===== src/rtl/cdc_pkg.sv =====
// Shared definitions for the req/ack pulse-crossing pair (transmitter and receiver).
package cdc_pkg;

    typedef enum logic [1:0] {
        IDLE = 2'd0,
        REQ  = 2'd1,
        DROP = 2'd2
    } state_t;

    localparam int SYNC_STAGES_DEF = 2;

endpackage


===== src/rtl/cdc_sync_bit.sv =====
// Single-bit multi-flop synchroniser with async active-low reset.
module cdc_sync_bit
    import cdc_pkg::*;
#(
    parameter int STAGES = SYNC_STAGES_DEF
) (
    input  logic clk,
    input  logic rstn,
    input  logic d,
    output logic q
);

    logic [STAGES-1:0] sync_q;

    always_ff @(posedge clk or negedge rstn) begin
        if (!rstn) sync_q <= '0;
        else       sync_q <= {sync_q[STAGES-2:0], d};
    end

    assign q = sync_q[STAGES-1];

endmodule


===== src/rtl/cdc_pulse_tx.sv =====
// Source side of the req/ack pulse crossing: queues events and drives a level request.
// Optional timeout abort is compiled in with CDC_PULSE_TX_TIMEOUT_EN.
module cdc_pulse_tx
    import cdc_pkg::*;
#(
    parameter int SYNC_STAGES = SYNC_STAGES_DEF,
    parameter int CNT_W       = 4,
    parameter int TMO_W       = 8
) (
    input  logic             clk,
    input  logic             rstn,
    input  logic             sig_in,
    input  logic             ack_in,
    output logic             req_out,
    output logic             busy,
    output logic [CNT_W-1:0] pend_cnt,
    output logic             ovf,
    output logic             tmo
);

    localparam logic [CNT_W-1:0] CNT_MAX = '1;

    state_t           state, state_nxt;
    logic             ack_s;
    logic             avail;
    logic             launch;
    logic             req_q;
    logic             ovf_q;
    logic             ovf_set;
    logic             tmo_hit;
    logic [CNT_W-1:0] cnt_q, cnt_nxt;

    cdc_sync_bit #(.STAGES(SYNC_STAGES)) u_ack_sync (
        .clk  (clk),
        .rstn (rstn),
        .d    (ack_in),
        .q    (ack_s)
    );

    assign avail = sig_in | (cnt_q != '0);

`ifdef CDC_PULSE_TX_TIMEOUT_EN
    logic [TMO_W-1:0] tmo_cnt;
    logic             tmo_q;

    assign tmo_hit = (state != IDLE) && (tmo_cnt == '1);

    always_ff @(posedge clk or negedge rstn) begin
        if (!rstn) begin
            tmo_cnt <= '0;
            tmo_q   <= 1'b0;
        end else begin
            tmo_cnt <= (state == IDLE || state_nxt != state) ? '0 : tmo_cnt + 1'b1;
            tmo_q   <= tmo_q | tmo_hit;
        end
    end

    assign tmo = tmo_q;
`else
    assign tmo_hit = 1'b0;
    // TMO_W only has meaning when the timeout is compiled in
    assign tmo     = 1'b0 && (TMO_W > 0);
`endif

    always_ff @(posedge clk or negedge rstn) begin
        if (!rstn) begin
            state <= IDLE;
            req_q <= 1'b0;
            cnt_q <= '0;
            ovf_q <= 1'b0;
        end else begin
            state <= state_nxt;
            req_q <= (state_nxt == REQ);
            cnt_q <= cnt_nxt;
            ovf_q <= ovf_q | ovf_set;
        end
    end

    always_comb begin
        state_nxt = state;
        case (state)
            IDLE:    if (avail) state_nxt = REQ;
            REQ:     if (ack_s) state_nxt = DROP;
            DROP:    if (!ack_s) state_nxt = avail ? REQ : IDLE;
            default: state_nxt = IDLE;
        endcase
        // an aborted handshake still consumed its event; nothing is relaunched here
        if (tmo_hit) state_nxt = IDLE;
    end

    always_comb begin
        launch  = (state_nxt == REQ) && (state != REQ);
        cnt_nxt = cnt_q;
        ovf_set = 1'b0;
        if (sig_in && !launch) begin
            if (cnt_q == CNT_MAX) ovf_set = 1'b1;
            else                  cnt_nxt = cnt_q + 1'b1;
        end else if (!sig_in && launch) begin
            cnt_nxt = cnt_q - 1'b1;
        end
    end

    assign req_out  = req_q;
    assign busy     = (state != IDLE) || (cnt_q != '0);
    assign pend_cnt = cnt_q;
    assign ovf      = ovf_q;

endmodule


===== config.mk =====
export PLATFORM = sky130hd
export DESIGN_NAME = cdc_pulse_tx
export DESIGN_NICKNAME = d
export VERILOG_FILES = /design/src/rtl/cdc_pkg.sv /design/src/rtl/cdc_sync_bit.sv /design/src/rtl/cdc_pulse_tx.sv
export SDC_FILE = /design/constraint.sdc
export NUM_CORES = 1
export LEC_CHECK = 0
export ABC_AREA = 1
export BUFFER_PORTS_ARGS = -buffer_cell sky130_fd_sc_hd__buf_2
export CAP_MARGIN = 20
export CELL_PAD_IN_SITES_DETAIL_PLACEMENT = 1
export CELL_PAD_IN_SITES_GLOBAL_PLACEMENT = 1
export CORE_UTILIZATION = 33
export DETAILED_ROUTE_END_ITERATION = 6
export PLACE_DENSITY_LB_ADDON = 0.15
export SLEW_MARGIN = 20
export SYNTH_ARGS = -nofsm -noshare
export SYNTH_HDL_FRONTEND = slang
export SYNTH_SLANG_ARGS = --single-unit

===== constraint.sdc =====
create_clock -name clk -period 1.5 [get_ports clk]
set_input_delay 0.075 -clock clk [delete_from_list [all_inputs] [get_ports clk]]
set_output_delay 0.075 -clock clk [all_outputs]
set_load 0.1 [all_outputs]

==> impl_metrics.csv <==
group,metric,value,unit
global_route,antenna_found_initial,0,
synth,synthTopCellsByCount,"13 x nand2_1, 10 x dfrtp_1, 7 x inv_1",
cts,clkSinkCount,10,
synth,synth_cells,60,
timing,finalMaxSlewViolations,0,
detailed_routing,post_drt_wl_per_cell,14.1,um
status,outcome,"finished clean",
timing,post-route-min-period,1.50,ns
placement,place.gp.congestion,0.726,
floorplan,fp.dieArea,1830,um2
detailed_routing,vias,518,
critical_path,worstSetupPathType,"reg2reg",
synth,ys.flop_type,"dfrtp_1",
timing,setup_viol,0,
cts,cts_made_buffers,3,
critical_path,crit_path_end_kind,"register",
critical_path,r2r-start,"u_ack_sync.sync_q[1]$_DFF_PN0_",
cts,cts-root-buf,"clkbuf_4",
critical_path,worst_r2r_endpoint,"pend_cnt[3]$_DFFE_PN0P_",
cts,h-tree-depth,1,
synth,synth_compound_area_share,10.7,%
timing,hold_viol,0,
placement,port_buffers,10,
job,maxCapViolations,0,
synth,yosys_warnings,0,
critical_path,crit_required,1.67,ns
layout,area.growth.synth_to_final,60.8,%
floorplan,core,1520,um2
hold_path,hold_class,"in2async",
synth,synthAdderAreaFrac,8.20,%
detailed_routing,drtAntennaViolNets,0,
detailed_routing,drt_wl_total,1490,um
synth,synthSimpleGateAreaFrac,25.5,%
layout,layout.area.seq,255,um2
synth,synth_xor_area_share,3.19,%
cts,clockBufferDepth,2,
detailed_routing,drc,0,
synth,synth-async-reset-ratio,100,%
layout,n_antenna_cell,0,
floorplan,io_pins,12,
global_route,gr-total-overflow,0,
synth,synth_top_family_by_area,"simple AND/OR/NAND/NOR gates",
layout,instances_no_fill,105,
timing,grt_setup_unrepaired,"yes",
placement,dp.cells,93,
synth,yosys.area.top_type,"dfrtp_1",
layout,layout.nets,97,
layout,drive_gt1_share,56.2,%
floorplan,start_util,36.0,%
floorplan,die_y,42.8,um
cts,path_clk_slew,0.08,ns
critical_path,reg2regPathDepth,9,
cts,cts_tree,"built",
synth,synth_top_area_share,45.6,%
synth,syn_area_per_cell,9.15,um2
critical_path,path_max_fanout,4,
global_route,grt_start_max_net_pins,11,
critical_path,arrival,1.67,ns
detailed_routing,viasPerCell,4.93,
critical_path,r2r_slack,0.0009,ns
layout,final.fill_count,180,
global_route,grt_pass1_wl,2100,um
timing,fmax,667,MHz
detailed_routing,drt_iter0_drc,6,
detailed_routing,firstDrtPassIters,3,
synth,yosysMostFrequentCell,"nand2_1",
placement,hpwl,889,um
synth,synth_area_leaders,"dfrtp_1 46%, nand2_1 8.9%, inv_1 4.8%",
cts,clock_latency,0.27,ns
global_route,grt_pass1_vias,488,
timing,clock_skew,0.0135,ns
synth,synth_edf_count,0,
critical_path,start_kind,"register",
layout,multi_input_area,352,um2
synth,yosys-mux-area-fraction,0,%
synth,synth_area,549,um2
global_route,grt.total_usage,16.2,%
synth,yosysSeqAreaShare,45.6,%
timing,fin_crit_sh,99.9,%
synth,ys_ff_latch,10,
synth,ys_types,22,
synth,synth_nets,67,
floorplan,rows,14,
floorplan,die_w,42.8,um
logic make-up after synthesis:
kind of cell               count (synthesis)
other                                      1
DFF                                       10
xor gates and xnor gates                   2
AOI/OAI and AO/OA                          9
adders and majority gates                  3
buffers and inverters                      8
and+or+nand+nor                           27
through the flow:
step                setup TNS (ns)  cell area [um2]  setup WS (ns)  util, %  hold WS (ns)
floorplan                  -0.0890              558        -0.0890        -        -0.221
global placement           -0.0469              681        -0.0469     44.7       -0.0516
detailed placement         -0.0671              681        -0.0671     44.7       -0.0475
CTS                        -0.0718              782        -0.0424     51.3         0.181
global route                -0.163              883        -0.0875     58.0         0.235
finish                           0              883       0.000895     58.0         0.191
critical path, stage by stage, from the launching register on:
cell,delay [ns]
dfrtp_1,0.38
a21o_1,0.23
nand2_4,0.13
ha_4,0.23
nand2_2,0.07
nand2_1,0.07
nor2_2,0.08
nand2_1,0.08
nand4_1,0.09
nand2_1,0.06
layout by cell type (no fill, tap or decap), drive strengths merged:
| cell | count |
|---|---|
| nor2 | 5 |
| nand4 | 1 |
| or3 | 1 |
| a21o | 1 |
| inv | 7 |
| buf | 24 |
| ha | 2 |
| xor2 | 1 |
| fa | 1 |
| o21bai | 1 |
| a21oi | 3 |
| o31ai | 2 |
| nand3 | 6 |
| dlygate4sd3 | 2 |
| xnor2 | 1 |
| nand2 | 14 |
| o21ai | 2 |
| dfrtp | 10 |
| conb | 1 |
| clkbuf | 4 |
state kept, by name (all words and copies together) (netlist names):
signal             count
u_ack_sync.sync_q      2
ovf                    1
state                  2
pend_cnt               4
req_out                1
worst max path at each step:
| stage | start | end | slack, ns | cells after the start |
|---|---|---|---|---|
| 4_1_cts | state[1]$_DFF_PN0_ | pend_cnt[3]$_DFFE_PN0P_ | -0.04 | 9 |
| 3_5_place_dp | state[1]$_DFF_PN0_ | pend_cnt[3]$_DFFE_PN0P_ | -0.07 | 9 |
| 5_1_grt | u_ack_sync.sync_q[1]$_DFF_PN0_ | pend_cnt[3]$_DFFE_PN0P_ | -0.09 | 9 |
| 2_1_floorplan | state[1]$_DFF_PN0_ | pend_cnt[3]$_DFFE_PN0P_ | -0.09 | 10 |
| 3_3_place_gp | state[1]$_DFF_PN0_ | pend_cnt[3]$_DFFE_PN0P_ | -0.05 | 9 |
| 6_report | u_ack_sync.sync_q[1]$_DFF_PN0_ | pend_cnt[3]$_DFFE_PN0P_ | 0.0009 | 9 |
layout make-up:
type,instances,area share (%)
Sequential cell,10,28.9
Multi-Input combinational cell,42,39.8
Tap cell,16,2.27
Timing Repair Buffer,26,22.0
Clock buffer,4,4.11
Inverter,7,2.97
repair_timing:
item / 4_1_cts / 5_1_grt
hold buffers: 2 / 0
hold endpoints to repair: 11 / 0
cloned: 0 / 0
pin swaps: 0 / 15
setup endpoints to repair: 2 / 3
gates resized for setup: 9 / 13
setup buffers: 2 / 4
metal layers:
layer,track usage (%),vias to the layer above,part of all wire (%)
met5,0,-,0
met4,11.3,0,1.0
met3,4.26,2,3.6
met2,23.3,11,49
met1,21.0,252,46
li1,-,253,-
Power is not shown: default switching activity piles up to over one toggle a cycle in this logic, so the estimate is an artifact.
